<file path="src/rtl/pipe_ctrl_pkg.sv">
// Shared types for the pipeline sequencing controller: FSM states,
// CSR drain length and the per-stage stall/flush control vector.
package pipe_ctrl_pkg;

  typedef enum logic [1:0] {
    RUN       = 2'd0,
    MEM_WAIT  = 2'd1,
    CSR_DRAIN = 2'd2
  } state_e;

  localparam int unsigned CSR_DRAIN_CYC = 2;

  typedef struct packed {
    logic stall_f;
    logic stall_d;
    logic stall_e;
    logic stall_m;
    logic stall_w;
    logic flush_d;
    logic flush_e;
    logic flush_m;
    logic flush_w;
  } ctrl_t;

  // While in reset every segment is cleared and nothing is held.
  localparam ctrl_t RESET_CTRL = 9'b00000_1111;

endpackage

</file>
<file path="src/rtl/hazard_detect.sv">
// Combinational hazard detection and priority resolution of the
// per-stage stall/flush controls for the current controller state.
module hazard_detect
  import pipe_ctrl_pkg::*;
(
  input  state_e      state,
  input  logic        mem_timeout_hit,
  input  logic [4:0]  Rs1D,
  input  logic [4:0]  Rs2D,
  input  logic [4:0]  RdE,
  input  logic        MemToRegE,
  input  logic        BrE,
  input  logic        JalD,
  input  logic        MemToRegM,
  input  logic [3:0]  MemWriteM,
  input  logic        dmem_ack,
  output logic        mem_acc,
  output ctrl_t       ctrl
);

  logic load_use;
  logic mem_stall;

  always_comb begin
    mem_acc   = MemToRegM | (|MemWriteM);
    load_use  = MemToRegE & (RdE != 5'd0) & ((RdE == Rs1D) | (RdE == Rs2D));
    // An ack or a timeout releases MEM in the same cycle it is seen.
    mem_stall = ((state == RUN) & mem_acc) |
                ((state == MEM_WAIT) & ~dmem_ack & ~mem_timeout_hit);

    ctrl = '0;
    if (mem_stall) begin
      ctrl.stall_f = 1'b1;
      ctrl.stall_d = 1'b1;
      ctrl.stall_e = 1'b1;
      ctrl.stall_m = 1'b1;
      ctrl.flush_w = 1'b1;
    end else if (state == CSR_DRAIN) begin
      ctrl.stall_f = 1'b1;
      ctrl.stall_d = 1'b1;
      ctrl.flush_e = 1'b1;
    end else if (BrE) begin
      ctrl.flush_d = 1'b1;
      ctrl.flush_e = 1'b1;
    end else if (load_use) begin
      ctrl.stall_f = 1'b1;
      ctrl.stall_d = 1'b1;
      ctrl.flush_e = 1'b1;
    end else if (JalD) begin
      ctrl.flush_d = 1'b1;
    end
  end

endmodule

</file>
<file path="src/rtl/pipe_hazard_ctrl.sv">
// Pipeline sequencing controller: stall/flush generation, data-memory
// handshake for MEM, CSR write serialisation, stall counter and timeout flag.
//
// state     | meaning
// RUN       | normal flow; issues dmem_req or enters CSR drain
// MEM_WAIT  | F..M frozen waiting for dmem_ack or timeout
// CSR_DRAIN | F/D held, bubbles into E until the CSR write reaches WB
module pipe_hazard_ctrl
  import pipe_ctrl_pkg::*;
#(
  parameter int unsigned MEM_TIMEOUT = 255,
  parameter int unsigned TO_W        = 8
) (
  input  logic        clk,
  input  logic        rst_n,
  input  logic [4:0]  Rs1D,
  input  logic [4:0]  Rs2D,
  input  logic [4:0]  RdE,
  input  logic        MemToRegE,
  input  logic        CSRWriteE,
  input  logic        BrE,
  input  logic        JalD,
  input  logic        MemToRegM,
  input  logic [3:0]  MemWriteM,
  input  logic        dmem_ack,
  output logic        dmem_req,
  output logic        StallF,
  output logic        StallD,
  output logic        StallE,
  output logic        StallM,
  output logic        StallW,
  output logic        FlushD,
  output logic        FlushE,
  output logic        FlushM,
  output logic        FlushW,
  output logic [31:0] stall_cnt,
  output logic        mem_err
);

  localparam logic [TO_W-1:0] TO_LAST = TO_W'(MEM_TIMEOUT - 1);

  state_e          state;
  logic [TO_W-1:0] wait_cnt;
  logic [1:0]      drain_cnt;
  logic            mem_acc;
  logic            timeout_hit;
  ctrl_t           ctrl;
  ctrl_t           ctrl_out;

  assign timeout_hit = (wait_cnt == TO_LAST);

  hazard_detect u_hazard_detect (
    .state           (state),
    .mem_timeout_hit (timeout_hit),
    .Rs1D            (Rs1D),
    .Rs2D            (Rs2D),
    .RdE             (RdE),
    .MemToRegE       (MemToRegE),
    .BrE             (BrE),
    .JalD            (JalD),
    .MemToRegM       (MemToRegM),
    .MemWriteM       (MemWriteM),
    .dmem_ack        (dmem_ack),
    .mem_acc         (mem_acc),
    .ctrl            (ctrl)
  );

  assign ctrl_out = rst_n ? ctrl : RESET_CTRL;
  assign dmem_req = rst_n & (state == RUN) & mem_acc;

  assign StallF = ctrl_out.stall_f;
  assign StallD = ctrl_out.stall_d;
  assign StallE = ctrl_out.stall_e;
  assign StallM = ctrl_out.stall_m;
  assign StallW = ctrl_out.stall_w;
  assign FlushD = ctrl_out.flush_d;
  assign FlushE = ctrl_out.flush_e;
  assign FlushM = ctrl_out.flush_m;
  assign FlushW = ctrl_out.flush_w;

  always_ff @(posedge clk) begin
    if (!rst_n) begin
      state     <= RUN;
      wait_cnt  <= '0;
      drain_cnt <= '0;
      mem_err   <= 1'b0;
      stall_cnt <= '0;
    end else begin
      if (StallF) stall_cnt <= stall_cnt + 32'd1;
      case (state)
        RUN: begin
          if (mem_acc) begin
            state    <= MEM_WAIT;
            wait_cnt <= '0;
          end else if (CSRWriteE) begin
            state     <= CSR_DRAIN;
            drain_cnt <= 2'(CSR_DRAIN_CYC);
          end
        end
        MEM_WAIT: begin
          if (dmem_ack) begin
            state <= RUN;
          end else if (timeout_hit) begin
            mem_err <= 1'b1;
            state   <= RUN;
          end else begin
            wait_cnt <= wait_cnt + TO_W'(1);
          end
        end
        CSR_DRAIN: begin
          drain_cnt <= drain_cnt - 2'd1;
          if (drain_cnt == 2'd1) state <= RUN;
        end
        default: state <= RUN;
      endcase
    end
  end

endmodule

</file>
<file path="config.mk">
export PLATFORM = sky130hd
export DESIGN_NAME = pipe_hazard_ctrl
export DESIGN_NICKNAME = d
export VERILOG_FILES = /design/src/rtl/pipe_ctrl_pkg.sv /design/src/rtl/hazard_detect.sv /design/src/rtl/pipe_hazard_ctrl.sv
export SDC_FILE = /design/constraint.sdc
export NUM_CORES = 1
export LEC_CHECK = 0
export CAP_MARGIN = 20
export CORE_ASPECT_RATIO = 1.5
export CORE_UTILIZATION = 40
export DETAILED_ROUTE_END_ITERATION = 8
export HOLD_SLACK_MARGIN = 0.02
export PLACE_DENSITY_LB_ADDON = 0.08
export REMOVE_ABC_BUFFERS = 1
export SLEW_MARGIN = 20
export SYNTH_ARGS = -nofsm -noshare
export SYNTH_HDL_FRONTEND = slang
export SYNTH_SLANG_ARGS = --single-unit
</file>
<file path="constraint.sdc">
create_clock -name clk -period 2.9 [get_ports clk]
set_input_delay 0.58 -clock clk [delete_from_list [all_inputs] [get_ports clk]]
set_output_delay 0.58 -clock clk [all_outputs]
set_load 0.02 [all_outputs]
</file>
==> results.cfg <==
[grt]
grt_pass1_vias = 2360
antenna_found_initial = 0
overflow = 0
grt_start_max_net_pins = 48
grt_pass1_wl_mm = 10.6
globalRouteTotalUtil_pct = 20.4

[worst_setup_path]
critPathMostFrequentCell = o31a_1
r2r-start = stall_cnt[11]
crit_arrival_ns = 2.24
cp-end-kind = output port
worstPathRequired_ns = 2.32
crit_path_end = StallF
path_max_fanout = 3
start_kind = input pin
r2r_slack_ns = 0.65
crit_path_start = MemWriteM[0]
worstPathCellList = clkdlybuf4s50_1, or4_4, o31a_1, nor2_2, o31a_1, nor2_4, buf_6
slowest_stage = or4_4
reg2regPathDepth = 6
path_class = in -> out
slowest_delay_ns = 0.42
rr_endpoint = stall_cnt[26]

[detailed_routing]
num_vias = 2578
wl_per_cell_um = 14.0
drc = 0
detail-route-antenna-nets = 0
drt_iter0_drc = 143
drtPass1Iterations = 4
vias_per_cell = 5.58
wirelength_mm = 6.47

[worst_hold_path]
hp-class = reg -> reg
min_from = mem_err

[sta]
worst_pin_slew_ns = 0.644
finalClockSkew_ns = 0.0131
fin_setup_tns_ns = 0
hold_viol_final = 0
rsz0062_at_grt = yes
slew_headroom_pct = 56.9
post-route-period-util_pct = 97.1
fin_hold_ws_ns = 0.481
period_needed_ns = 2.82
slew_violations = 0
finalSetupViolations = 0
fin_ws_ns = 0.0836
fmax_ghz = 0.355

[floorplanning]
start_util_pct = 41.3
ios = 70
die_x_um = 67.0
die-area_um2 = 6660
die_y_um = 99.5
coreArea_um2 = 6130
row_count = 35

[logic_synthesis]
synth-main-ff-cell = dfxtp_1
seq_area_frac_synth_pct = 35.6
syn-mean-instance-area_um2 = 8.14
netlist-cell-type-count = 46
synthArstFlopShare_pct = 0
syn_area_um2 = 2530
ys_ff_latch = 45
synth_edf_count = 0
synth_cells = 311
ys_warn_count = 0

[place]
io_buffers = 68
gp_congestion = 0.796
dp_slack_ns = -0.455
hpwl_mm = 4.70

[layout]
drive_above_1_share_pct = 11.9
final_util_pct = 56.6
areaGrowthSynthToFinish_pct = 36.9
layout_common_cells = clkdlybuf4s50_1, dfxtp_1, a21oi_1, nor2_1
final_common_cell = clkdlybuf4s50_1
antenna_cells = 0
fill_cells = 601
nNetsFinal = 418

[clocking]
worst_skew_pair.late_latency_ns = 0.30
cts.clk_slew.worst_paths_ns = 0.09
cts.sink_count = 45
htree_levels = 2
cts-root-buf = clkbuf_8
cts_max_path_buffers = 2
cts_tree = yes
cts_buffers = 5

[pwr]
peakVddDrop_mv = 0.280
power_mw = 1.33
pwr_density_cell_nw_per_um2 = 384
leakage_nw = 1.21

[outcome]
status = finished, final reports clean

[run]
maxCapViolCount = 0
[where the power goes]
group	total, mW	internal [mW]	switching, mW
logic	0.211	0.101	0.110
clock network	0.482	0.259	0.223
registers	0.637	0.627	0.0109
[area by class of cell]
cell class	count	area, µm²	area share, %
well taps	74	92.6	2.67
clock inverters	2	38.8	1.12
clock buffers	6	72.6	2.09
inverters	11	41.3	1.19
repair buffers	88	817	23.6
flip-flops and latches	45	901	26.0
multi-input cells	236	1500	43.4
[cells by family after synthesis]
logic type	Yosys count	share of synthesized area (%)
AO/OA/AOI/OAI	77	18.9
XOR/XNOR	17	5.88
adder cells (fa/ha/maj)	4	1.98
buffers and inverters	30	6.23
flip-flops	45	35.6
multiplexers	6	2.47
other	1	0.148
AND/OR/NAND/NOR	131	28.9
[cell usage after synthesis, types with 2 or more instances]
cell       number  area share [%]
mux2i_1         4             1.6
nor4_1          3            0.74
o2111ai_1       2            0.69
and2_1          4            0.99
mux2_2          2            0.89
a21oi_1        29             5.7
o21ai_0        17             3.4
nand2b_1        5             1.2
o31a_1          3             1.0
nor3_1          6             1.2
xor2_1         17             5.9
nand4_1        11             2.7
ha_1            4             2.0
o41ai_1         5             1.7
nor2_1         24             3.6
buf_4           5             1.5
and4_1          7             2.4
a31o_2          3             1.0
buf_6           3             1.3
nand4b_1        2            0.69
or4_1           8             2.4
clkbuf_1        7             1.0
inv_1          10             1.5
dfxtp_1        45              36
o21a_1          5             1.5
o21ai_1         3            0.59
and3_1          7             1.7
or3_1          14             3.5
buf_2           3            0.59
nand2_1        20             3.0
nand3_1        14             2.8
o31ai_1         5             1.5
[stage by stage]
stage                     area [µm²]  instances
after global placement          3330        453
final                           3470        462
after floorplan                 2420        292
after detailed placement        3330        453
after CTS                       3420        461
after global routing            3470        462
[worst min path at each step]
stage	end	slack [ns]	depth (start not counted)
after floorplan	state[1]	0.46	1
after global placement	mem_err	0.45	1
after detailed placement	mem_err	0.46	1
after CTS	mem_err	0.48	1
after global routing	mem_err	0.51	1
final	mem_err	0.48	1
[critical path, delay by kind of cell]
kind                   cells  cell delay [ns]
AOI/OAI and AO/OA          2             0.51
buffers and inverters      2             0.53
and+or+nand+nor            3             0.61
[per-layer routing]
| metal | global-route usage, % | wire length, µm | part of all wire (%) | vias to the layer above |
|---|---|---|---|---|
| li1 | - | - | - | 1291 |
| met1 | 23.1 | 2740 | 42 | 1229 |
| met2 | 37.0 | 3410 | 53 | 46 |
| met3 | 3.67 | 185 | 2.9 | 12 |
| met4 | 7.20 | 135 | 2.1 | 0 |
| met5 | 0 | 0 | 0 | - |
[flip-flops by register name, summed over array words and instances (netlist names)]
name       count
wait_cnt       8
drain_cnt      2
mem_err        1
state          2
stall_cnt     32
[timing repair]
| action | in CTS | in global routing |
|---|---|---|
| gates resized for setup | 31 | 10 |
| buffers inserted | 0 | 1 |
| setup endpoints to repair | 8 | 6 |
| hold buffers | 0 | 0 |
| pin swaps | 6 | 6 |
(Power assumes the default switching activity.)
